`src/rtl/seq_det_pkg.sv`:
```
// Shared definitions for the programmable sequence detector: FSM encodings,
// length-field width calculation and the saturating-increment helper.
package seq_det_pkg;

    localparam logic [1:0] ST_OFF  = 2'd0;
    localparam logic [1:0] ST_FILL = 2'd1;
    localparam logic [1:0] ST_HUNT = 2'd2;

    // Width needed to hold the values 0..max_len inclusive.
    function automatic int seq_det_len_w(input int max_len);
        return $clog2(max_len + 1);
    endfunction

    // Counters up to 64 bits wide are zero-extended into this helper.
    function automatic logic [63:0] seq_det_sat_inc(input logic [63:0] val,
                                                    input logic [63:0] max_val);
        return (val == max_val) ? val : val + 64'd1;
    endfunction

endpackage

```
`src/rtl/seq_det_sat_cnt.sv`:
```
// Saturating event counter: increments on inc, sticks at all-ones, clr has priority.
// Result visible the cycle after the edge; no backpressure.
module seq_det_sat_cnt
    import seq_det_pkg::*;
#(
    parameter int CNT_W = 16
) (
    input  logic             clk,
    input  logic             rst,
    input  logic             clr,
    input  logic             inc,
    output logic [CNT_W-1:0] cnt
);

    localparam logic [63:0] MAX_V = 64'({CNT_W{1'b1}});

    logic [CNT_W-1:0] r_cnt;

    always_ff @(posedge clk or negedge rst) begin
        if (!rst) begin
            r_cnt <= '0;
        end else if (clr) begin
            r_cnt <= '0;
        end else if (inc) begin
            r_cnt <= CNT_W'(seq_det_sat_inc(64'(r_cnt), MAX_V));
        end
    end

    assign cnt = r_cnt;

endmodule

```
`src/rtl/seq_detector_prog.sv`:
```
// Runtime-programmable serial pattern detector; match is registered (1 cycle after the bit), no backpressure.
// Define SEQ_DET_MASK_EN to add cfg_mask, which turns pattern positions into don't-cares.
module seq_detector_prog
    import seq_det_pkg::*;
#(
    parameter  int MAX_LEN = 8,
    parameter  int CNT_W   = 16,
    localparam int LEN_W   = seq_det_len_w(MAX_LEN)
) (
    input  logic               clk,
    input  logic               rst,
    input  logic               in_valid,
    input  logic               in_bit,
    input  logic               cfg_wr,
    input  logic [MAX_LEN-1:0] cfg_pat,
    input  logic [LEN_W-1:0]   cfg_len,
    input  logic               cfg_ovl,
`ifdef SEQ_DET_MASK_EN
    input  logic [MAX_LEN-1:0] cfg_mask,
`endif
    input  logic               cnt_clr,
    output logic               match,
    output logic [CNT_W-1:0]   match_cnt,
    output logic               armed
);

    localparam logic [LEN_W-1:0] LEN_MAX = LEN_W'(MAX_LEN);

    logic [MAX_LEN-1:0] r_pat;
    logic [MAX_LEN-1:0] r_hist;
    logic [LEN_W-1:0]   r_len;
    logic [LEN_W-1:0]   r_fill;
    logic               r_ovl;
    logic               r_match;
    logic [1:0]         r_state;
`ifdef SEQ_DET_MASK_EN
    logic [MAX_LEN-1:0] r_mask;
`endif

    logic [MAX_LEN-1:0] w_hist_next;
    logic [MAX_LEN-1:0] w_len_mask;
    logic [MAX_LEN-1:0] w_diff;
    logic [LEN_W-1:0]   w_fill_next;
    logic [LEN_W-1:0]   w_len_clamp;
    logic               w_accept;
    logic               w_eligible;
    logic               w_hit;

    // A config write in the same cycle as a valid bit drops the bit.
    assign w_accept    = in_valid & ~cfg_wr;
    assign w_hist_next = {r_hist[MAX_LEN-2:0], in_bit};
    assign w_fill_next = (r_fill == LEN_MAX) ? r_fill : r_fill + LEN_W'(1);
    assign w_len_clamp = (cfg_len > LEN_MAX) ? LEN_MAX : cfg_len;

    always_comb begin
        w_len_mask = '0;
        for (int i = 0; i < MAX_LEN; i++) begin
            w_len_mask[i] = (i < int'(r_len));
        end
    end

`ifdef SEQ_DET_MASK_EN
    assign w_diff = (w_hist_next ^ r_pat) & w_len_mask & ~r_mask;
`else
    assign w_diff = (w_hist_next ^ r_pat) & w_len_mask;
`endif

    // The bit that completes the fill is compared on the same edge it arrives.
    assign w_eligible = (r_state == ST_HUNT) ||
                        ((r_state == ST_FILL) && (w_fill_next >= r_len));
    assign w_hit      = w_accept & w_eligible & ~|w_diff;

    always_ff @(posedge clk or negedge rst) begin
        if (!rst) begin
            r_pat   <= '0;
            r_len   <= '0;
            r_ovl   <= 1'b1;
            r_hist  <= '0;
            r_fill  <= '0;
            r_state <= ST_OFF;
            r_match <= 1'b0;
`ifdef SEQ_DET_MASK_EN
            r_mask  <= '0;
`endif
        end else begin
            r_match <= w_hit;
            if (cfg_wr) begin
                r_pat   <= cfg_pat;
                r_len   <= w_len_clamp;
                r_ovl   <= cfg_ovl;
`ifdef SEQ_DET_MASK_EN
                r_mask  <= cfg_mask;
`endif
                r_hist  <= '0;
                r_fill  <= '0;
                r_state <= (w_len_clamp == '0) ? ST_OFF : ST_FILL;
            end else if (in_valid) begin
                r_hist <= w_hist_next;
                r_fill <= w_fill_next;
                if (w_hit && !r_ovl) begin
                    // Non-overlapping: restart the fill so matched bits are not reused.
                    r_fill  <= '0;
                    r_state <= (r_len > LEN_W'(1)) ? ST_FILL : ST_HUNT;
                end else if ((r_state == ST_FILL) && (w_fill_next >= r_len)) begin
                    r_state <= ST_HUNT;
                end
            end
        end
    end

    seq_det_sat_cnt #(
        .CNT_W (CNT_W)
    ) u_cnt (
        .clk (clk),
        .rst (rst),
        .clr (cnt_clr),
        .inc (w_hit),
        .cnt (match_cnt)
    );

    assign match = r_match;
    assign armed = (r_state == ST_HUNT);

endmodule
```
`config.mk`:
```
export PLATFORM = sky130hd
export DESIGN_NAME = seq_detector_prog
export DESIGN_NICKNAME = d
export VERILOG_FILES = /design/src/rtl/seq_det_pkg.sv /design/src/rtl/seq_det_sat_cnt.sv /design/src/rtl/seq_detector_prog.sv
export SDC_FILE = /design/constraint.sdc
export NUM_CORES = 1
export LEC_CHECK = 0
export BUFFER_PORTS_ARGS = -buffer_cell sky130_fd_sc_hd__buf_2
export CAP_MARGIN = 5
export CORE_AREA = 2 2 70 72
export CTS_CLUSTER_DIAMETER = 80
export DETAILED_ROUTE_END_ITERATION = 10
export DIE_AREA = 0 0 72 74
export PLACE_DENSITY = 0.8
export SLEW_MARGIN = 20
export SYNTH_ARGS = -nofsm -noshare
export SYNTH_HDL_FRONTEND = slang
export SYNTH_SLANG_ARGS = --single-unit
```
`constraint.sdc`:
```
create_clock -name clk -period 7.18 [get_ports clk]
set_input_delay 1.436 -clock clk [delete_from_list [all_inputs] [get_ports clk]]
set_output_delay 1.436 -clock clk [all_outputs]
set_load 0.02 [all_outputs]
```
==> results of run 1 <==
## cell families (layout without fill, tap and decap cells)
family / count (synthesis) / in the layout / synth area share, %
AOI/OAI and AO/OA: 39 / 39 / 11.3
xor gates and xnor gates: 10 / 10 / 3.61
adders and majority gates: 7 / 7 / 3.61
buffers and inverters: 22 / 53 / 3.76
DFF: 43 / 43 / 44.4
muxes: 28 / 28 / 12.5
and+or+nand+nor: 95 / 95 / 20.8
## where the power goes
part / internal (W) / leakage (nW) / switching (W)
clock: 0.000102 / 0.0513 / 0.0000776
combinational: 0.0000289 / 0.614 / 0.0000401
sequential: 0.000252 / 0.569 / 0.0000105
## cell usage after synthesis, drive strengths merged, types with 2 or more instances
library cell	number	share of area, %
a2111o	2	0.93
a21oi	7	1.4
a22o	2	0.72
a31oi	2	0.52
and3	4	1.0
buf	3	0.82
clkbuf	10	1.5
dfrtp	42	43
ha	7	3.6
inv	9	1.4
mux2	19	8.8
mux2i	9	3.7
nand2	11	1.7
nand2b	4	1.0
nand3	8	1.6
nand4	2	0.52
nor2	27	4.2
nor2b	12	3.1
nor3	5	1.0
nor4	9	2.3
nor4b	2	0.98
o2111ai	2	0.72
o21ai	6	1.2
o221ai	2	0.72
o22ai	4	1.0
o31ai	5	1.5
or3	3	0.77
or4	5	1.5
xnor2	10	3.6
## routing by layer
layer / global-route usage (%) / vias up / wire, um
li1: - / 949 / -
met1: 26.9 / 940 / 2210
met2: 32.7 / 48 / 2280
met3: 4.07 / 6 / 250
met4: 5.03 / 0 / 52
met5: 0 / - / 0
## state kept, by name (all words and copies together), names as in the netlist
register,count
match,1
r_hist,7
r_ovl,1
r_pat,8
u_cnt.cnt,16
r_fill,4
r_len,4
r_state,2
## how the worst max path moves through the flow
stage / to / depth (start not counted) / startpoint
after detailed placement: r_fill[1] / 6 / in_valid
after floorplan: u_cnt.cnt[11] / 6 / in_valid
after global placement: r_fill[2] / 6 / in_valid
after CTS: r_fill[1] / 6 / cfg_wr
final: r_fill[1] / 6 / in_valid
after global routing: r_fill[1] / 6 / cfg_wr
## critical path: stages
cell,delay [ps]
sky130_fd_sc_hd__buf_2,290
sky130_fd_sc_hd__nor2b_1,210
sky130_fd_sc_hd__o21ai_0,100
sky130_fd_sc_hd__a2111o_1,630
sky130_fd_sc_hd__or3_1,550
sky130_fd_sc_hd__a41o_1,280
## final cells by class
class	count	area share, %
clock buffer	6	2.66
clock inverter	1	1.10
tap	54	2.48
timing repair buffer	37	6.88
inverter	9	1.24
multi-input combinational	179	46.1
sequential	43	39.5
## stage by stage
step                      hold slack [ps]  cell area (sq um)  total power [W]  setup WS, ps  cells
after detailed placement              521               2630         0.000337          3560    322
after floorplan                       502               2430         0.000313          4200    244
after CTS                             538               2730         0.000519          3870    329
after global routing                  549               2730         0.000537          3690    329
final                                 534               2730         0.000512          3840    329
after global placement                515               2630         0.000335          3590    322
==> flow_summary.json, run 1 <==
{
  "io_port_bufs": 36,
  "cp_data_arrival_time_ps": 3520,
  "antenna_cells": 0,
  "via_count": 1943,
  "antenna_violations_before_repair": 0,
  "regToRegSetupSlack_ps": 4290,
  "synth.avg_cell_area_sq_um": 9.95,
  "cts_made_buffers": 5,
  "wl_per_cell_um": 14.6,
  "hpwl_um": 3270,
  "max-cap-violations": 0,
  "clock_skew_ps": 9.48,
  "yosysUniqueCellTypes": 43,
  "routed_antenna_nets": 0,
  "placementRows": 25,
  "grt_max_degree": 44,
  "period_minus_slack_ps": 3340,
  "groute.usage.overall_pct": 19.7,
  "syn-instance-count": 244,
  "die_y_um": 74,
  "max_freq_ghz": 0.300,
  "gp_congestion": 0.793,
  "post_cts_hold_buffer_count": 0,
  "layout-drive-gt1-share_pct": 23.6,
  "setup.worst_path.start_class": "input port",
  "fillCellCount": 402,
  "worst_setup_path_end_kind": "register",
  "worst_hold_path.num_cells": 1,
  "cellPowerDensity_nw_per_um2": 188,
  "mostFrequentLayoutCell": "sky130_fd_sc_hd__dfrtp_1",
  "cp_data_required_time_ps": 7360,
  "design.final.nets": 301,
  "seq_area_sq_um": 1080,
  "synth.cell_area_sq_um": 2430,
  "postCtsSetupRepairBufs": 0,
  "worst_reg_to_reg_cells": 12,
  "overall_die_area_sq_um": 5330,
  "drt-initial-drc-count": 90,
  "top_library_cells_by_usage_in_the_layout_fill_and_taps_aside": "42 x sky130_fd_sc_hd__dfrtp_1, 36 x sky130_fd_sc_hd__buf_2, 27 x sky130_fd_sc_hd__nor2_1",
  "globalRoute.totalOverflow": 0,
  "postSynth.asyncResetShare_pct": 100,
  "finalHoldViolCount": 0,
  "vdd.ir_drop.worst_uv": 113,
  "min-delay-start": "r_pat[0]",
  "cts.sink_count": 43,
  "syn_nets": 270,
  "route.detailed.drc": 0,
  "r2r-end": "u_cnt.cnt[0]",
  "grt_pass1_wl_um": 8190,
  "synth_ff_type": "sky130_fd_sc_hd__dfrtp_1",
  "multi_input_area_sq_um": 1260,
  "yosys_register_bits": 43,
  "synth-edff-count": 0,
  "clock_tree.root_cell": "sky130_fd_sc_hd__clkbuf_8",
  "regToRegStartpoint": "r_fill[0]",
  "status": "finished, final reports clean",
  "drtPass1Iterations": 4,
  "vias_in_the_first_global_route": 1743,
  "worst_setup_path_type": "input port to register",
  "final_util_pct": 59.3,
  "unrepaired_setup_endpoints_after_global_routing": "no",
  "coreArea_sq_um": 4600,
  "layout-area-overhead-vs-synth_pct": 12.4,
  "clk_latency_ps": 290,
  "worst_pin_slew_ps": 930,
  "setup_viol": 0,
  "floorplan.io_pins": 37,
  "vias_per_cell": 5.91,
  "maxSlewViolCount": 0,
  "cts.htree.levels": 2,
  "leakagePower_nw": 1.23,
  "max_slew_margin_pct": 38.0,
  "min_path_type": "register to register",
  "routed_wirelength_um": 4800,
  "post_cts_resized": 0,
  "final_cycle_utilization_of_the_critical_path_pct": 46.5,
  "cts_tree": "yes",
  "worst_setup_hold_path_clk_slew_ps": 80,
  "floorplan.initialDensity_pct": 52.8,
  "timing.critical_path.fanout_max": 22,
  "ys_seq_area_share_pct": 44.4,
  "yosysWarnings": 0,
  "die_w_um": 72,
  "hold-path-endpoint": "r_pat[0]",
  "cts_buffer_depth": 2,
  "tns_ps": 0
}
(Power assumes the default switching activity.)
==> run 2, diff against run 1 <==
- ABC_AREA: default -> 1
- CORE_AREA: 2 2 70 72 -> 2 2 74 76
- DIE_AREA: 0 0 72 74 -> 0 0 76 78
- PLACE_DENSITY: 0.8 -> 0.78
- clock period: 7.18 -> 2.7 ns (I/O delays scaled with it)
==> run 2 against run 1 <==
Compared with the run above:
- sequential power grew to 2.6 times the previous value
- first-iteration DRC count is 13% higher
- cell area grew 5.1%
- clock skew down 1.5 ps
- final cell count increased by 33%
- setup slack worse by 3600 ps
- register-to-register slack lost 4100 ps
- hold slack worse by 160 ps
- power grew to 2.7 times the previous value
- via count is 16% higher
==> flow_summary.json, run 2 <==
{
  "yosysUniqueCellTypes": 31,
  "gp_congestion": 0.859,
  "timing.critical_path.fanout_max": 11,
  "max-cap-violations": 0,
  "maxSlewViolCount": 0,
  "route.top_layer_used": "met4",
  "overall_die_area_sq_um": 5930,
  "vias_in_the_first_global_route": 2178,
  "synth_ff_type": "sky130_fd_sc_hd__dfrtp_1",
  "yosys-mux-area-fraction_pct": 0,
  "synth_top_family_by_area": "simple AND/OR/NAND/NOR gates",
  "synth-edff-count": 0,
  "synth_xor_area_share_pct": 5.60,
  "worst_setup_path_type": "register to register",
  "leakagePower_nw": 1.49,
  "synth.cell_area_sq_um": 2500,
  "wl_per_cell_um": 12.5,
  "globalRoute.totalOverflow": 0,
  "setup.worst_path.start_class": "register",
  "drt-initial-drc-count": 102,
  "antenna_violations_before_repair": 0,
  "vdd.ir_drop.worst_uv": 329,
  "coreArea_sq_um": 5040,
  "met3_length_um": 230,
  "post_layout_nonfiller_instances": 439,
  "cts.sink_count": 43,
  "yosys_register_bits": 43,
  "io_port_bufs": 36,
  "routed_antenna_nets": 0,
  "critPathMaxStageDelay_ps": 410,
  "worst_setup_path_end_kind": "register",
  "synthTopCellsByArea": "sky130_fd_sc_hd__dfrtp_1 42%, sky130_fd_sc_hd__nand2_1 15%, sky130_fd_sc_hd__nand3_1 7.6%, sky130_fd_sc_hd__inv_1 5.7%, sky130_fd_sc_hd__nor2_1 3.9%",
  "vias_per_cell": 5.14,
  "met2RoutedLength_um": 2760,
  "grt_max_degree": 44,
  "worst_pin_slew_ps": 954,
  "groute.usage.overall_pct": 19.7,
  "drtPass1Iterations": 4,
  "floorplan.io_pins": 37,
  "fin_area_sq_um": 2870,
  "final_cycle_utilization_of_the_critical_path_pct": 91.9,
  "cts_buffer_depth": 2,
  "cts_made_buffers": 5,
  "synth.avg_cell_area_sq_um": 7.60,
  "cellPowerDensity_nw_per_um2": 483,
  "floorplan.initialDensity_pct": 49.6,
  "cts.htree.levels": 2,
  "worst_setup_path_startpoint": "r_fill[0]",
  "period_minus_slack_ps": 2480,
  "die_w_um": 76,
  "layout-drive-gt1-share_pct": 16.8,
  "status": "finished, final reports clean",
  "synth_largest_type_area_fraction_pct": 42.0,
  "antenna_cells": 0,
  "mostFrequentLayoutCell": "sky130_fd_sc_hd__nand2_1",
  "met1Wirelength_um": 2430,
  "synth_cell_count_leaders": "101 x sky130_fd_sc_hd__nand2_1, 42 x sky130_fd_sc_hd__dfrtp_1, 38 x sky130_fd_sc_hd__inv_1, 38 x sky130_fd_sc_hd__nand3_1, 26 x sky130_fd_sc_hd__nor2_1",
  "worst_setup_hold_path_clk_slew_ps": 80,
  "postCtsSetupRepairBufs": 0,
  "cp_data_arrival_time_ps": 2670,
  "syn-instance-count": 329,
  "cp_data_required_time_ps": 2890,
  "syn_nets": 355,
  "ys_seq_area_share_pct": 43.1,
  "yosys.area.top_type": "sky130_fd_sc_hd__dfrtp_1",
  "final_util_pct": 56.9,
  "synth_compound_area_share_pct": 7.00,
  "critical_path.cell_chain": "inv_1 -> ha_1 -> nand3_1 -> xor2_1 -> inv_1 -> ha_1 -> nand3_1 -> nand3_1 -> nand2_1 -> nand2_1 -> nand3_1 -> clkinv_2 -> o21ai_4 -> nand2_4 -> nand2_1 -> nand2_1",
  "unrepaired_setup_endpoints_after_global_routing": "no",
  "worst_reg_to_reg_cells": 16,
  "crit_path_top_delay_cell": "sky130_fd_sc_hd__dfrtp_1",
  "synth_simple_gate_area_share_pct": 32.4,
  "synth_most_common_cell": "sky130_fd_sc_hd__nand2_1",
  "fillCellCount": 482,
  "postSynth.asyncResetShare_pct": 100,
  "finalHoldViolCount": 0,
  "placementRows": 26,
  "tns_ps": 0,
  "max_slew_margin_pct": 36.4,
  "placed_cell_area_sq_um": 2740,
  "setup_viol": 0,
  "flip_flop_count_of_the_largest_register_after_layout": 16,
  "design.final.nets": 394,
  "dp.cells": 430,
  "synthAdderAreaFrac_pct": 3.50,
  "yosysWarnings": 0,
  "regToRegStartpoint": "r_fill[0]",
  "layout-area-overhead-vs-synth_pct": 14.7,
  "route.detailed.drc": 0,
  "max_freq_ghz": 0.403,
  "top_library_cells_by_usage_in_the_layout_fill_and_taps_aside": "101 x sky130_fd_sc_hd__nand2_1, 42 x sky130_fd_sc_hd__dfrtp_1, 38 x sky130_fd_sc_hd__nand3_1, 38 x sky130_fd_sc_hd__inv_1, 36 x sky130_fd_sc_hd__buf_2",
  "min_path_type": "input port to async pin",
  "grt_pass1_wl_um": 9480,
  "clk_latency_ps": 300,
  "clock_skew_ps": 7.95,
  "fin_hold_ws_ps": 379,
  "routed_wirelength_um": 5490,
  "die_y_um": 78,
  "via_count": 2258,
  "cts_tree": "yes",
  "clock_tree.root_cell": "sky130_fd_sc_hd__clkbuf_8",
  "hpwl_um": 3980
}
==> run 2: cell types whose count changed in the layout (fill, tap and decap cells not counted), sizes merged, moves of 9 or more <==
cell,delta
mux2,-19
xor2,+10
nor2b,-12
inv,+32
nand3,+31
nand2,+96
mux2i,-9
==> run 2: path summary, 6_finish.rpt <==
path | to | slack (ps)
worst min-delay path | u_cnt.cnt[4] | 380
worst max register to register | u_cnt.cnt[10] | 220
max in group asynchronous | r_len[3] | 1720
min in group clk | r_pat[1] | 440
worst max-delay path | u_cnt.cnt[10] | 220
worst min register to register | r_pat[3] | 500
==> run 2: logic make-up after synthesis <==
kind of cell    Yosys count
xor+xnor                 16
fa+ha+maj                 7
compound gates           29
flops                    43
simple gates            184
buf+inv                  50
==> run 2: timing repair <==
| item | in CTS | in global routing |
|---|---|---|
| resized for setup | 0 | 2 |
| hold buffers | 0 | 0 |
| endpoints found under the setup margin | 0 | 2 |
==> run 2: cell type report <==
| class | instances | area [sq um] | area share [%] |
|---|---|---|---|
| multi-input combinational | 237 | 1220 | 42.7 |
| sequential | 43 | 1080 | 37.6 |
| timing repair buffer | 38 | 199 | 6.94 |
| inverter | 43 | 163 | 5.67 |
| tap | 70 | 87.6 | 3.05 |
| clock buffer | 6 | 82.6 | 2.88 |
| clock inverter | 2 | 35.0 | 1.22 |
==> run 2: worst max-delay path: cells and delay by family (launching register included) <==
kind	cells	cell delay [ps]
AOI/OAI and AO/OA	1	170
and+or+nand+nor	9	850
DFF	1	410
buffers and inverters	3	250
adders and majority gates	2	480
xor gates and xnor gates	1	200
==> run 2: per-layer routing <==
| layer | vias to the layer above | GRT usage, % |
|---|---|---|
| li1 | 1131 | - |
| met1 | 1061 | 23.2 |
| met2 | 58 | 35.9 |
| met3 | 8 | 4.42 |
| met4 | 0 | 6.00 |
| met5 | - | 0 |
==> run 2: metrics by stage <==
step,worst slack [ps],power [W]
global route,23.3,0.00145
detailed placement,225,0.000874
global placement,390,0.000868
CTS,209,0.00140
floorplan,502,0.000814
finish,219,0.00139
==> run 2: power by group <==
part           internal (W)  total (W)  leakage (nW)  switching (W)
Combinational     0.0000577   0.000172         0.855       0.000114
Sequential         0.000671   0.000692         0.569      0.0000210
Clock              0.000299   0.000522        0.0612       0.000223
==> run 3, diff against run 2 <==
- ABC_AREA: 1 -> 0
- CORE_AREA: 2 2 74 76 -> 2 2 72 74
- DIE_AREA: 0 0 76 78 -> 0 0 74 76
- PLACE_DENSITY: 0.78 -> 0.8
==> run 3 against run 2 <==
Compared with the run above:
- the flow now finishes with violations (negative setup slack)
- global-route usage decreased by 0.45 points
- via count down 10%
- wire length is 2.0% lower
- largest cell class unchanged
- clock skew is essentially flat
- combinational power up 63%
- die area down 5.1%
- register-to-register slack lost 250 ps
==> flow_summary.json, run 3 (synthesized netlist as in run 1, its figures left out) <==
{
  "status": "complete, but fails checks",
  "violations": "negative setup slack",
  "placementRows": 26,
  "worst_setup_path_end_kind": "register",
  "cts.sink_count": 43,
  "overall_die_area_sq_um": 5620,
  "post_layout_nonfiller_instances": 358,
  "setup_viol": 4,
  "final_cycle_utilization_of_the_critical_path_pct": 101,
  "drtPass1Iterations": 4,
  "fillCellCount": 416,
  "top_library_cells_by_usage_in_the_layout_fill_and_taps_aside": "42 x sky130_fd_sc_hd__dfrtp_1, 36 x sky130_fd_sc_hd__buf_2, 26 x sky130_fd_sc_hd__nor2_1",
  "buffer_and_inverter_count_on_the_worst_path": 2,
  "max_slew_margin_pct": 34.3,
  "layout-drive-gt1-share_pct": 31.6,
  "final_util_pct": 60.7,
  "max-cap-violations": 0,
  "finalHoldViolCount": 0,
  "cp_data_arrival_time_ps": 2910,
  "worst_setup_hold_path_clk_slew_ps": 90,
  "unrepaired_setup_endpoints_after_global_routing": "yes",
  "gp_congestion": 0.796,
  "coreArea_sq_um": 4910,
  "cellInternalPower_w": 0.00112,
  "cellPowerDensity_nw_per_um2": 509,
  "groute.usage.overall_pct": 19.2,
  "drt-initial-drc-count": 124,
  "cts.htree.levels": 2,
  "crit_path_top_delay_cell": "sky130_fd_sc_hd__dfrtp_1",
  "critical-path-top-delay-family": "compound AO/OA/AOI/OAI gates",
  "timing.critical_path.fanout_max": 5,
  "cts_made_buffers": 5,
  "clock_power_share_pct": 35.6,
  "worst_pin_slew_ps": 985,
  "die_y_um": 76,
  "vdd.ir_drop.worst_uv": 269,
  "vias_in_the_first_global_route": 1932,
  "io_port_bufs": 36,
  "routed_antenna_nets": 0,
  "dp.cells": 347,
  "period_minus_slack_ps": 2730,
  "layout-area-overhead-vs-synth_pct": 22.9,
  "regToRegStartpoint": "r_fill[1]",
  "worst_setup_path_startpoint": "r_fill[1]",
  "flip_flop_count_of_the_largest_register_after_layout": 16,
  "clk_latency_ps": 300,
  "critPathMaxStageDelay_ps": 410,
  "grt_pass1_wl_um": 8630,
  "share_seq_of_total_power_pct": 46.0,
  "die_w_um": 74,
  "worst_setup_path_type": "register to register",
  "total_switching_power_w": 0.000401,
  "regToRegSetupSlack_ps": -30,
  "netSwitchingFraction_pct": 26.4,
  "worst-path-stages": 12,
  "cts_tree": "yes",
  "clock_tree.root_cell": "sky130_fd_sc_hd__clkbuf_8",
  "cp_data_required_time_ps": 2890,
  "critPathCapture": "u_cnt.cnt[15]",
  "worst_slack_ps": -26.1,
  "combPwrFrac_pct": 18.4,
  "critical_path.cell_chain": "inv_2 -> ha_4 -> nand2_4 -> nor2_4 -> xnor2_2 -> ha_1 -> nand2b_4 -> a2111o_1 -> a31oi_4 -> clkbuf_16 -> nor3_2 -> mux2_2",
  "setup.worst_path.start_class": "register",
  "via_count": 2026,
  "fin_hold_ws_ps": 390,
  "design.final.nets": 313,
  "vias_per_cell": 5.66,
  "max_freq_ghz": 0.367,
  "routed_wirelength_um": 5380,
  "worst_reg_to_reg_cells": 12,
  "wl_per_cell_um": 15.0,
  "clock_skew_ps": 8.03,
  "maxSlewViolCount": 0,
  "post_cts_hold_buffer_count": 0,
  "leakagePower_nw": 1.35,
  "min_path_type": "input port to async pin",
  "r2r-end": "u_cnt.cnt[15]",
  "antenna_violations_before_repair": 0,
  "grt_max_degree": 44,
  "floorplan.initialDensity_pct": 49.4,
  "antenna_cells": 0,
  "globalRoute.totalOverflow": 0,
  "cts_buffer_depth": 2,
  "floorplan.io_pins": 37,
  "route.detailed.drc": 0,
  "mostFrequentLayoutCell": "sky130_fd_sc_hd__dfrtp_1",
  "hpwl_um": 3510
}
[run 3: repair_timing]
| action | CTS | global route |
|---|---|---|
| resized for setup | 2 | 15 |
| setup endpoints to repair | 15 | 18 |
| setup buffers | 0 | 1 |
| gates cloned | 0 | 2 |
| pin swaps | 0 | 10 |
[run 3: layer usage]
metal / global-route usage (%) / vias up / wire length (um)
met5: 0 / - / 0
met4: 4.73 / 0 / 80
met3: 4.23 / 8 / 276
met2: 31.8 / 59 / 2650
met1: 25.4 / 984 / 2380
li1: - / 975 / -
[run 3: area by class of cell]
cell class              instances  area, sq um  share of cell area [%]
well taps                      70         87.6                    2.94
clock buffers                   6         82.6                    2.77
flip-flops and latches         43         1080                    36.1
inverters                       9         33.8                    1.13
repair buffers                 49          325                    10.9
multi-input cells             179         1340                    44.9
clock inverters                 2         38.8                    1.30
[run 3: how the worst min path moves through the flow]
stage / end / startpoint / slack [ps]
6_report: r_pat[3] / rst / 390
5_1_grt: r_pat[3] / rst / 450
4_1_cts: r_pat[3] / rst / 420
3_5_place_dp: r_pat[3] / r_pat[3] / 530
3_3_place_gp: r_pat[0] / r_pat[0] / 520
2_1_floorplan: match / rst / 240
[run 3: through the flow]
step	cell area, sq um	setup TNS (ps)	total power [W]	setup slack [ps]
2_1_floorplan	2430	0	0.000835	15.6
3_3_place_gp	2730	0	0.000913	63.1
3_5_place_dp	2730	-285	0.000920	-71.7
4_1_cts	2860	0	0.00146	9.97
5_1_grt	2980	-1420	0.00159	-121
6_report	2980	-82.3	0.00152	-26.1
[run 3: worst reg2reg max path, delay by kind of cell, from the launching register on]
family | cells | cell delay [ps]
mux | 1 | 280
flops | 1 | 410
buf+inv | 2 | 300
fa+ha+maj | 2 | 440
xor+xnor | 1 | 80
simple gates | 4 | 400
compound gates | 2 | 710
[run 3: power groups by stage]
| stage | Sequential [W] | Combinational [W] | Clock, W |
|---|---|---|---|
| 3_3_place_gp | 0.000709 | 0.000204 | 0 |
| 4_1_cts | 0.000699 | 0.000214 | 0.000550 |
| 2_1_floorplan | 0.000705 | 0.000130 | 0 |
| 6_report | 0.000699 | 0.000280 | 0.000541 |
| 5_1_grt | 0.000704 | 0.000306 | 0.000577 |
| 3_5_place_dp | 0.000711 | 0.000209 | 0 |
